--- src/rtl/id_ex_pipe_reg_pkg.sv ---
// Shared pipeline definitions: control-word layout used by the ID decoder,
// this ID/EX register and the EX decoder.
package id_ex_pipe_reg_pkg;

  localparam int unsigned CtrlW    = 12;
  localparam int unsigned RegAddrW = 5;

  // Control-word bit positions
  localparam int unsigned CtrlRegWrite   = 11;
  localparam int unsigned CtrlAluOpHi    = 10;
  localparam int unsigned CtrlAluOpLo    = 8;
  localparam int unsigned CtrlAluSrc     = 7;
  localparam int unsigned CtrlRegDst     = 6;
  localparam int unsigned CtrlBranch     = 5;
  localparam int unsigned CtrlJump       = 4;
  localparam int unsigned CtrlMemRead    = 3;
  localparam int unsigned CtrlMemWrite   = 2;
  localparam int unsigned CtrlMemtoReg   = 1;
  localparam int unsigned CtrlBranchType = 0;

  // An invalid slot must carry no side effects into EX.
  function automatic logic [CtrlW-1:0] gateCtrl(input logic [CtrlW-1:0] ctrl,
                                                input logic            valid);
    return valid ? ctrl : '0;
  endfunction

endpackage

--- src/rtl/pipe_field_reg.sv ---
// Parameterised pipeline field register: sync reset, sync clear, hold, load.
module pipe_field_reg #(
  parameter int unsigned Width = 8
) (
  input  logic             clk_i,
  input  logic             rst_i,
  input  logic             clr_i,
  input  logic             hold_i,
  input  logic [Width-1:0] d_i,
  output logic [Width-1:0] q_o
);

  logic [Width-1:0] dataQ;

  // Clear outranks hold so a flush during a stall still inserts a bubble.
  always_ff @(posedge clk_i) begin
    if (rst_i || clr_i) begin
      dataQ <= '0;
    end else if (!hold_i) begin
      dataQ <= d_i;
    end
  end

  assign q_o = dataQ;

endmodule

--- src/rtl/id_ex_pipe_reg.sv ---
// ID/EX pipeline register with stall, flush-to-bubble and a saturating count
// of flush-inserted bubbles.
module id_ex_pipe_reg
  import id_ex_pipe_reg_pkg::*;
#(
  parameter int unsigned DATA_W = 32,
  parameter int unsigned CNT_W  = 16
) (
  input  logic                clk_i,
  input  logic                rst_i,
  input  logic                stall_i,
  input  logic                flush_i,
  input  logic                valid_i,
  input  logic [CtrlW-1:0]    ctrl_i,
  input  logic [DATA_W-1:0]   pc_plus4_i,
  input  logic [DATA_W-1:0]   rs_data_i,
  input  logic [DATA_W-1:0]   rt_data_i,
  input  logic [DATA_W-1:0]   imm_i,
  input  logic [RegAddrW-1:0] rs_addr_i,
  input  logic [RegAddrW-1:0] rt_addr_i,
  input  logic [RegAddrW-1:0] rd_addr_i,
  output logic [CtrlW-1:0]    ctrl_o,
  output logic [DATA_W-1:0]   pc_plus4_o,
  output logic [DATA_W-1:0]   rs_data_o,
  output logic [DATA_W-1:0]   rt_data_o,
  output logic [DATA_W-1:0]   imm_o,
  output logic [RegAddrW-1:0] rs_addr_o,
  output logic [RegAddrW-1:0] rt_addr_o,
  output logic [RegAddrW-1:0] rd_addr_o,
  output logic                valid_o,
  output logic [CNT_W-1:0]    bubble_cnt_o
);

  localparam int unsigned DataGrpW = 4 * DATA_W;
  localparam int unsigned AddrGrpW = 3 * RegAddrW;

  logic [CtrlW-1:0]    ctrlD;
  logic [DataGrpW-1:0] dataD, dataQ;
  logic [AddrGrpW-1:0] addrD, addrQ;
  logic [CNT_W-1:0]    bubbleCntQ;

  assign ctrlD = gateCtrl(ctrl_i, valid_i);
  assign dataD = {pc_plus4_i, rs_data_i, rt_data_i, imm_i};
  assign addrD = {rs_addr_i, rt_addr_i, rd_addr_i};

  pipe_field_reg #(.Width(CtrlW)) uCtrlReg (
    .clk_i  (clk_i),
    .rst_i  (rst_i),
    .clr_i  (flush_i),
    .hold_i (stall_i),
    .d_i    (ctrlD),
    .q_o    (ctrl_o)
  );

  pipe_field_reg #(.Width(1)) uValidReg (
    .clk_i  (clk_i),
    .rst_i  (rst_i),
    .clr_i  (flush_i),
    .hold_i (stall_i),
    .d_i    (valid_i),
    .q_o    (valid_o)
  );

  pipe_field_reg #(.Width(DataGrpW)) uDataReg (
    .clk_i  (clk_i),
    .rst_i  (rst_i),
    .clr_i  (flush_i),
    .hold_i (stall_i),
    .d_i    (dataD),
    .q_o    (dataQ)
  );

  pipe_field_reg #(.Width(AddrGrpW)) uAddrReg (
    .clk_i  (clk_i),
    .rst_i  (rst_i),
    .clr_i  (flush_i),
    .hold_i (stall_i),
    .d_i    (addrD),
    .q_o    (addrQ)
  );

  assign {pc_plus4_o, rs_data_o, rt_data_o, imm_o} = dataQ;
  assign {rs_addr_o, rt_addr_o, rd_addr_o}         = addrQ;

  // Saturates at all-ones so a long flush storm never reads as zero bubbles.
  always_ff @(posedge clk_i) begin
    if (rst_i) begin
      bubbleCntQ <= '0;
    end else if (flush_i && (bubbleCntQ != '1)) begin
      bubbleCntQ <= bubbleCntQ + CNT_W'(1);
    end
  end

  assign bubble_cnt_o = bubbleCntQ;

endmodule

--- config.mk ---
export PLATFORM = sky130hd
export DESIGN_NAME = id_ex_pipe_reg
export DESIGN_NICKNAME = d
export VERILOG_FILES = /design/src/rtl/id_ex_pipe_reg_pkg.sv /design/src/rtl/pipe_field_reg.sv /design/src/rtl/id_ex_pipe_reg.sv
export SDC_FILE = /design/constraint.sdc
export NUM_CORES = 1
export LEC_CHECK = 0
export CAP_MARGIN = 20
export CORE_ASPECT_RATIO = 0.75
export CORE_UTILIZATION = 30
export CTS_BUF_LIST = sky130_fd_sc_hd__clkbuf_4 sky130_fd_sc_hd__clkbuf_8
export CTS_CLUSTER_SIZE = 28
export DETAILED_ROUTE_END_ITERATION = 10
export PLACE_DENSITY_LB_ADDON = 0.05
export RECOVER_POWER = 50
export SLEW_MARGIN = 20
export SYNTH_ARGS = -nofsm -noshare
export SYNTH_HDL_FRONTEND = slang
export SYNTH_SLANG_ARGS = --single-unit
--- constraint.sdc ---
create_clock -name clk_i -period 1.9 [get_ports clk_i]
set_clock_uncertainty 0.15 [all_clocks]
set_input_delay 0.38 -clock clk_i [delete_from_list [all_inputs] [get_ports clk_i]]
set_output_delay 0.38 -clock clk_i [all_outputs]
set_load 0.05 [all_outputs]
-- Word level (Yosys, flattened, before mapping)
Cells that the tools add are included.
- register bits after elaboration: 172
- output and inout bits: 172
- input port bits: 160
- muxes and demuxes: 1
- add/sub/neg operators: 1
- reductions and logical operators: 2
- equality and inequality tests: 1
- operator list (kind ; count):
    $add A16 B1 Y16 const B ; 1
    $ne A16 B16 Y1 const B ; 1
    $mux W12 ; 1
    $logic_and A1 B1 Y1 ; 1
    $logic_or A1 B1 Y1 ; 1

-- Logic depth before layout (Yosys ltp)
Gate-level depths: netlist (run 1).
- depth in word-level cells: 2
- mapped depth: 5
- gate-level depth less buffers: 5

-- Cells and area by module
Synthesis (run 1) repeated with hierarchy kept, for this count alone.
- cell total of the unflattened synthesis: 609
- area total of the unflattened synthesis: 6622.6 sq um
- by module, submodules not included (module ; area each (sq um) ; seq. area each (sq um) ; cells each ; instances):
    pipe_field_reg (uDataReg) ; 4687.0 ; 2562.5 ; 413 ; 1
    id_ex_pipe_reg ; 909.6 ; 320.3 ; 104 ; 1
    pipe_field_reg (uAddrReg) ; 558.0 ; 300.3 ; 50 ; 1
    pipe_field_reg (uCtrlReg) ; 427.9 ; 240.2 ; 39 ; 1
    pipe_field_reg (uValidReg) ; 40.0 ; 20.0 ; 3 ; 1

-- Worst setup path after synthesis (run 1)
No wires, ideal clock.
- path type: flip-flop to flip-flop
- start point: register bubbleCntQ[0], in the netlist bubble_cnt_o[0]
- end point: register bubbleCntQ[14], in the netlist bubble_cnt_o[14]
- setup slack: -0.430 ns
- arrival time: 2.060 ns
- period minus slack after synthesis: 2.330 ns
- library setup time: 0.121 ns
- stages on the path, launching flop included: 6
- buffers on the path: 0
- path through: dfxtp_1 > ha_1 > nand4_1 > or2_1 > nor4_1 > mux2_2
- word-level cells in the longest chain between the ends: 2
- RTL lines (item ; line ; RTL):
    from (decl) ; id_ex_pipe_reg.sv:40 ; logic [CNT_W-1:0] bubbleCntQ;
    from (signal assigned) ; id_ex_pipe_reg.sv:90 ; bubbleCntQ <= bubbleCntQ + CNT_W'(1);
    parallel branches: the longest is 2 deep, another holds $add A16 B1 Y16 ; -- ;
Several ways; the timed one is not identified.
A chain may end at the register's enable or synchronous reset.

-- Worst setup path after layout (run 1)
- start point: register bubbleCntQ[14], in the netlist bubble_cnt_o[14]
- end point: register bubbleCntQ[1], in the netlist bubble_cnt_o[1]
- word-level cells in the longest chain between the ends: 2
- RTL lines (item ; line ; RTL):
    $ne A16 B16 Y1 ; id_ex_pipe_reg.sv:89 ; end else if (flush_i && (bubbleCntQ != '1)) begin
    $logic_and A1 B1 Y1 ; id_ex_pipe_reg.sv:89 ;
Every way passes these cells.

==> flow_metrics.env, run 1 <==
export IMPL_run_status="finished clean"
export IMPL_count_of_cells_along_the_worst_register_to_register_path=4
export IMPL_crit_path_start_kind="flip-flop"
export IMPL_delay_heaviest_family_cp="compound AO/OA/AOI/OAI gates"
export IMPL_worst_setup_path_type="flip-flop to flip-flop"
export IMPL_drtAntennaViolNets=0
export IMPL_n_fill_cell=1882
export IMPL_final_min_clock_period_ns=1.84
export IMPL_yosysTopAreaCell="sky130_fd_sc_hd__dfxtp_1"
export IMPL_max_cap_violations=0
export IMPL_synth_avg_cell_area_um2=10.4
export IMPL_detail_route_wirelength_um=18700
export IMPL_fp_row_count=45
export IMPL_critical_path_max_stage_delay_ns=0.54
export IMPL_cts_root_buf="sky130_fd_sc_hd__clkbuf_8"
export IMPL_tightest_slew_ns=0.611
export IMPL_antenna_violations_before_repair=1
export IMPL_synthArstFlopShare_pct=0
export IMPL_yosys_most_used_dff="sky130_fd_sc_hd__dfxtp_1"
export IMPL_grt_pass1_vias=5359
export IMPL_min_path_cells=3
export IMPL_synth_top_area_share_pct=55.2
export IMPL_effective_utilization_at_floorplan_pct=30.7
export IMPL_first_iter_violations=187
export IMPL_drive_above_1_share_pct=27.1
export IMPL_synth_most_common_cell="sky130_fd_sc_hd__dfxtp_1"
export IMPL_finalMaxSlewViolations=0
export IMPL_ys_seq_elements=172
export IMPL_grt_max_degree=52
export IMPL_cp_max_fo=6
export IMPL_clockBufferDepth=2
export IMPL_data_required_time_at_the_worst_endpoint_ns=2.09
export IMPL_fin_nets=1101
export IMPL_drt_wirelength_per_cell_um=15.1
export IMPL_die_w_um=169
export IMPL_drcViolationCount=0
export IMPL_tritoncts="done"
export IMPL_seq_area_frac_synth_pct=55.2
export IMPL_fmax_mhz=544
export IMPL_post_synth_main_area_contributors="sky130_fd_sc_hd__dfxtp_1 (55%), sky130_fd_sc_hd__mux2i_1 (23%), sky130_fd_sc_hd__nor2_1 (10%)"
export IMPL_post_cts_setup_buffers=0
export IMPL_seq_area_um2=3470
export IMPL_clock_input_transition_at_the_sequential_cells_of_the_worst_setup_and_hold_paths_ns=0.09
export IMPL_final_setup_viol_count=0
export IMPL_clk_latency_ns=0.45
export IMPL_timing_rr_start="bubble_cnt_o[14]$_SDFFE_PP0P_"
export IMPL_yosysUniqueCellTypes=35
export IMPL_critPathBufInv=0
export IMPL_core_box_area_um2=20300
export IMPL_netlist_instances=601
export IMPL_fin_setup_tns_ns=0
export IMPL_timing_final_crit_share_pct=96.7
export IMPL_ys_warns=0
export IMPL_placedInstanceArea_um2=9630
export IMPL_post_drt_via_cell_ratio=4.41
export IMPL_crit_reg2reg_capture="bubble_cnt_o[1]$_SDFFE_PP0P_"
export IMPL_dpl_hpwl_um=14100
export IMPL_min_to="uDataReg.q_o[98]$_SDFFE_PP0N_"
export IMPL_num_antenna_cells=0
export IMPL_min_from="stall_i"
export IMPL_io_buffers=331
export IMPL_number_of_buffers_inserted_during_clock_tree_synthesis=17
export IMPL_max_slew_headroom_at_the_worst_pin_pct=59.3
export IMPL_top_level_ports=332
export IMPL_irDropWorstVdd_mv=0.355
export IMPL_grt_overflow=0
export IMPL_final_instance_area_um2=9980
export IMPL_die_height_um=127
export IMPL_first_pass_iters=6
export IMPL_multiInputGateArea_um2=2670
export IMPL_timing_critical_path_arrival_ns=2.03
export IMPL_hold_crit_path_type="input pin to flip-flop"
export IMPL_clkSinkCount=172
export IMPL_synthesized_area_um2=6240
export IMPL_commonest_cells_in_the_netlist="sky130_fd_sc_hd__dfxtp_1 (172), sky130_fd_sc_hd__nor2_1 (167), sky130_fd_sc_hd__mux2i_1 (145), sky130_fd_sc_hd__clkbuf_1 (20), sky130_fd_sc_hd__buf_2 (14)"
export IMPL_synth_nets=762
export IMPL_crit_chain="nand4_1 > o41ai_4 > mux2i_1 > nor2_1"
export IMPL_synthToLayoutAreaGrowth_pct=59.9
export IMPL_setup_reg_to_reg_worst_slack_ns=0.06
export IMPL_p_leak_nw=4.49
export IMPL_global_route_wire_length_before_repair_um=28400
export IMPL_gpl_final_weighted_congestion=0.775
export IMPL_fp_dieArea_um2=21400
export IMPL_end_kind="flip-flop"
export IMPL_cp_slowest_cell="sky130_fd_sc_hd__o41ai_4"
export IMPL_post_cts_hold_buffer_count=0
export IMPL_timing_hold_violations_final=0
export IMPL_power_density_nw_per_um2=776
export IMPL_via_count=5442
export IMPL_number_of_flops_mapped_to_enable_cells_by_yosys=0
export IMPL_htreeDepth=4
export IMPL_grtUsageTotal_pct=17.1
registers in the layout (all words and copies together), names as in the netlist:
register	flops
uDataReg.q_o	128
bubble_cnt_o	16
uAddrReg.q_o	15
uCtrlReg.q_o	12
uValidReg.q_o	1
power by group:
group	total, mW	internal, mW	switching (mW)
registers	3.77	3.71	0.0596
logic	1.32	0.605	0.714
clock network	2.65	1.25	1.40
total	7.75	5.57	2.18
metrics by stage:
stage	utilization [%]	hold WS (ns)	power, mW	setup slack [ns]	instances
after floorplan	-	0.374	4.58	-0.121	601
after global placement	47.4	0.324	5.18	-0.324	1203
after detailed placement	47.4	0.334	5.20	-0.383	1203
after CTS	49.4	0.254	7.90	0.0157	1235
after global routing	49.1	0.269	8.08	-0.00649	1235
final	49.1	0.282	7.75	0.0624	1235
repair_timing:
item	in CTS	in global routing
setup endpoints to repair	0	6
hold endpoints to repair	0	0
gates resized for setup	0	6
cell usage in the layout, fill, tap and decap left out, types with 2 or more instances in the layout:
| cell | synthesis | final |
|---|---|---|
| sky130_fd_sc_hd__bufinv_16 | 0 | 2 |
| sky130_fd_sc_hd__mux2_2 | 2 | 2 |
| sky130_fd_sc_hd__o21ai_0 | 3 | 2 |
| sky130_fd_sc_hd__nand4_1 | 4 | 4 |
| sky130_fd_sc_hd__nor3_2 | 1 | 2 |
| sky130_fd_sc_hd__dfxtp_1 | 172 | 156 |
| sky130_fd_sc_hd__or3_1 | 3 | 3 |
| sky130_fd_sc_hd__nor2_1 | 167 | 167 |
| sky130_fd_sc_hd__buf_12 | 0 | 3 |
| sky130_fd_sc_hd__nor2b_1 | 3 | 3 |
| sky130_fd_sc_hd__a22oi_1 | 12 | 12 |
| sky130_fd_sc_hd__a21oi_1 | 8 | 8 |
| sky130_fd_sc_hd__dfxtp_2 | 0 | 14 |
| sky130_fd_sc_hd__clkbuf_1 | 20 | 3 |
| sky130_fd_sc_hd__mux2i_1 | 145 | 145 |
| sky130_fd_sc_hd__buf_4 | 0 | 176 |
| sky130_fd_sc_hd__clkinv_4 | 0 | 3 |
| sky130_fd_sc_hd__inv_6 | 0 | 4 |
| sky130_fd_sc_hd__nand2_1 | 6 | 6 |
| sky130_fd_sc_hd__clkbuf_2 | 0 | 14 |
| sky130_fd_sc_hd__clkbuf_8 | 0 | 19 |
| sky130_fd_sc_hd__dfxtp_4 | 0 | 2 |
| sky130_fd_sc_hd__nor3_1 | 4 | 3 |
| sky130_fd_sc_hd__clkinvlp_4 | 0 | 3 |
| sky130_fd_sc_hd__and4_1 | 3 | 3 |
| sky130_fd_sc_hd__clkdlybuf4s50_1 | 0 | 158 |
| sky130_fd_sc_hd__clkbuf_4 | 0 | 4 |
| sky130_fd_sc_hd__o31ai_1 | 3 | 3 |
| sky130_fd_sc_hd__or4_1 | 2 | 2 |
| sky130_fd_sc_hd__xnor2_1 | 3 | 3 |
| sky130_fd_sc_hd__nand3_1 | 7 | 6 |
cell type report:
cell class | count | share of cell area (%)
clock buffers | 19 | 2.56
clock inverters | 13 | 1.55
inverters | 1 | 0.0376
multi-input cells | 390 | 26.7
flip-flops and latches | 172 | 34.7
well taps | 282 | 3.53
repair buffers | 358 | 30.9
worst max-delay path by stage:
stage / startpoint / to / slack (ns) / cells after the start
final: bubble_cnt_o[14]$_SDFFE_PP0P_ / bubble_cnt_o[1]$_SDFFE_PP0P_ / 0.06 / 4
after global routing: bubble_cnt_o[14]$_SDFFE_PP0P_ / bubble_cnt_o[1]$_SDFFE_PP0P_ / -0.006 / 4
after CTS: bubble_cnt_o[1]$_SDFFE_PP0P_ / bubble_cnt_o[13]$_SDFFE_PP0P_ / 0.02 / 6
after detailed placement: flush_i / bubble_cnt_o[15]$_SDFFE_PP0P_ / -0.38 / 5
after global placement: flush_i / bubble_cnt_o[11]$_SDFFE_PP0P_ / -0.32 / 6
after floorplan: bubble_cnt_o[0]$_SDFFE_PP0P_ / bubble_cnt_o[14]$_SDFFE_PP0P_ / -0.12 / 5
routing by layer:
layer	GRT usage [%]	vias to the layer above	share of wire [%]
met5	0	-	0.091
met2	31.0	180	50
li1	-	2714	-
met1	18.4	2522	40
met3	6.05	24	7.6
met4	6.20	2	1.7
worst min-delay path: cells and delay by family:
family / cells / cell delay, ns
multiplexers: 1 / 0.16
AND/OR/NAND/NOR: 1 / 0.07
buffers and inverters: 1 / 0.23
cells by family (layout without fill, tap and decap cells):
| logic type | Yosys count | in the layout | share of synthesized area, % |
|---|---|---|---|
| compound gates | 30 | 30 | 3.59 |
| simple gates | 208 | 208 | 14.3 |
| fa+ha+maj | 1 | 1 | 0.200 |
| mux | 147 | 147 | 23.6 |
| buf+inv | 39 | 391 | 2.63 |
| flops | 172 | 172 | 55.2 |
| xor+xnor | 4 | 4 | 0.561 |
No activity file was read; power rests on OpenSTA's default activity.
==> run 2: changes to the inputs <==
- PLACE_DENSITY: not set -> 0.76
- PLACE_DENSITY_LB_ADDON: 0.05 -> not set
==> run 2 against run 1 <==
Against the previous run:
- first-iteration DRC count increased by 39%
- worst hold slack better by 0.065 ns
- clock power about the same
- sequential cell count unchanged
- core utilization is 0.15 points higher
- global-route usage fell by 0.69 points
- worst setup slack got worse by 0.022 ns
- die area unchanged
- power about the same
- wire length is 2.7% lower
- sequential share of layout area down 0.11 points
- cell count barely moved
- highest routed layer unchanged
==> flow_metrics.env, run 2 (synthesis results as in run 1) <==
export IMPL_irDropWorstVdd_mv=0.435
export IMPL_numPlacedInstances=1202
export IMPL_die_w_um=169
export IMPL_final_common_cell="sky130_fd_sc_hd__nor2_1"
export IMPL_clkSinkCount=172
export IMPL_num_antenna_cells=0
export IMPL_fin_nets=1102
export IMPL_clock_input_transition_at_the_sequential_cells_of_the_worst_setup_and_hold_paths_ns=0.10
export IMPL_final_min_clock_period_ns=1.86
export IMPL_fp_dieArea_um2=21400
export IMPL_final_setup_viol_count=0
export IMPL_post_drt_via_cell_ratio=4.40
export IMPL_hold_crit_path_type="flip-flop to flip-flop"
export IMPL_crit_reg2reg_capture="bubble_cnt_o[14]$_SDFFE_PP0P_"
export IMPL_setup_reg_to_reg_worst_slack_ns=0.12
export IMPL_p_leak_nw=4.52
export IMPL_antenna_violations_before_repair=1
export IMPL_timing_hold_violations_final=0
export IMPL_grt_setup_unrepaired="false"
export IMPL_grt_max_degree=55
export IMPL_whs_ns=0.347
export IMPL_grt_overflow=0
export IMPL_largest_register_ffs=128
export IMPL_gpl_final_weighted_congestion=0.791
export IMPL_core_box_area_um2=20300
export IMPL_end_kind="flip-flop"
export IMPL_clockBufferDepth=2
export IMPL_clk_latency_ns=0.45
export IMPL_drcViolationCount=0
export IMPL_die_height_um=127
export IMPL_detail_route_wirelength_um=18200
export IMPL_global_route_wire_length_before_repair_um=27400
export IMPL_dpl_hpwl_um=13300
export IMPL_number_of_buffers_inserted_during_clock_tree_synthesis=17
export IMPL_first_iter_violations=260
export IMPL_fin_setup_tns_ns=0
export IMPL_grt_pass1_vias=5339
export IMPL_synthToLayoutAreaGrowth_pct=60.4
export IMPL_cts_root_buf="sky130_fd_sc_hd__clkbuf_8"
export IMPL_setup_worst_path_start="flush_i"
export IMPL_instances_no_fill=1236
export IMPL_first_pass_iters=5
export IMPL_cp_max_fo=4
export IMPL_timing_critical_path_arrival_ns=2.10
export IMPL_worst_setup_path_type="input pin to flip-flop"
export IMPL_finalMaxSlewViolations=0
export IMPL_htreeDepth=4
export IMPL_fp_row_count=45
export IMPL_count_of_cells_along_the_worst_register_to_register_path=5
export IMPL_crit_path_start_kind="input pin"
export IMPL_effective_utilization_at_floorplan_pct=30.7
export IMPL_via_count=5441
export IMPL_n_fill_cell=1899
export IMPL_top_level_ports=332
export IMPL_run_status="finished clean"
export IMPL_tightest_slew_ns=1.05
export IMPL_timing_final_crit_share_pct=97.9
export IMPL_drtAntennaViolNets=0
export IMPL_layout_cells_most_common_list="sky130_fd_sc_hd__nor2_1 (167), sky130_fd_sc_hd__buf_4 (163), sky130_fd_sc_hd__clkdlybuf4s50_1 (157)"
export IMPL_data_required_time_at_the_worst_endpoint_ns=2.14
export IMPL_fmax_mhz=538
export IMPL_power_density_nw_per_um2=773
export IMPL_timing_critical_path_to="bubble_cnt_o[13]$_SDFFE_PP0P_"
export IMPL_max_cap_violations=0
export IMPL_grtUsageTotal_pct=16.4
export IMPL_io_buffers=331
export IMPL_drt_wirelength_per_cell_um=14.7
export IMPL_drive_above_1_share_pct=27.4
export IMPL_max_slew_headroom_at_the_worst_pin_pct=30.1
export IMPL_post_cts_hold_buffer_count=0
export IMPL_timing_rr_start="bubble_cnt_o[0]$_SDFFE_PP0P_"
export IMPL_tritoncts="done"
## run 2: changes by cell type in the layout (fill, tap and decap cells not counted), moves of 3 or more
cell	delta
sky130_fd_sc_hd__clkbuf_4	-4
sky130_fd_sc_hd__clkbuf_1	-3
sky130_fd_sc_hd__clkinv_8	+3
sky130_fd_sc_hd__clkbuf_2	+15
sky130_fd_sc_hd__buf_12	+4
sky130_fd_sc_hd__buf_4	-13
sky130_fd_sc_hd__clkinvlp_4	-3
## run 2: report_power, final
| part | switching [mW] | internal (mW) |
|---|---|---|
| combinational | 0.719 | 0.612 |
| clock | 1.53 | 1.11 |
| sequential | 0.0582 | 3.71 |
| total | 2.31 | 5.44 |
## run 2: timing repair
item | in CTS | in global routing
endpoints found under the setup margin | 0 | 7
buffers inserted | 0 | 2
gates resized for setup | 0 | 5
## run 2: per-layer routing
metal / GRT usage [%] / vias up / wire, µm
met5: 0 / - / 13
met4: 5.61 / 2 / 230
met3: 6.77 / 20 / 1580
met2: 28.6 / 216 / 8760
met1: 18.1 / 2483 / 7590
li1: - / 2720 / -
## run 2: per-stage QoR
| stage | setup slack [ns] | instance area (µm²) | utilization (%) | total power, mW |
|---|---|---|---|---|
| 2_1_floorplan | -0.121 | 6270 | - | 4.58 |
| 3_3_place_gp | -0.310 | 9650 | 47.5 | 5.20 |
| 3_5_place_dp | -0.397 | 9650 | 47.5 | 5.21 |
| 4_1_cts | 0.0315 | 10100 | 49.5 | 7.89 |
| 5_1_grt | 0.0290 | 10000 | 49.3 | 8.10 |
| 6_report | 0.0400 | 10000 | 49.3 | 7.74 |
## run 2: worst min path at each step
stage,to,slack [ns],startpoint,cells after the start
2_1_floorplan,uAddrReg.q_o[0]$_SDFFE_PP0N_,0.37,rd_addr_i[0],2
3_3_place_gp,bubble_cnt_o[11]$_SDFFE_PP0P_,0.32,bubble_cnt_o[11]$_SDFFE_PP0P_,2
3_5_place_dp,bubble_cnt_o[11]$_SDFFE_PP0P_,0.33,bubble_cnt_o[11]$_SDFFE_PP0P_,2
4_1_cts,uDataReg.q_o[79]$_SDFFE_PP0N_,0.32,rs_data_i[15],3
5_1_grt,uDataReg.q_o[127]$_SDFFE_PP0N_,0.32,pc_plus4_i[31],3
6_report,bubble_cnt_o[11]$_SDFFE_PP0P_,0.35,bubble_cnt_o[11]$_SDFFE_PP0P_,2
## run 2: critical path, stage by stage
cell	delay, ns
sky130_fd_sc_hd__dlygate4sd3_1	0.60
sky130_fd_sc_hd__and4_2	0.28
sky130_fd_sc_hd__buf_4	0.13
sky130_fd_sc_hd__nand2_1	0.06
sky130_fd_sc_hd__or4_1	0.50
sky130_fd_sc_hd__a21oi_1	0.14
## run 2: layout make-up
cell class	instances	area, µm²	share of cell area, %
inverters	1	3.75	0.0375
repair buffers	359	3120	31.1
well taps	282	353	3.52
flip-flops and latches	172	3470	34.6
clock inverters	15	174	1.74
clock buffers	17	234	2.34
multi-input cells	390	2670	26.6
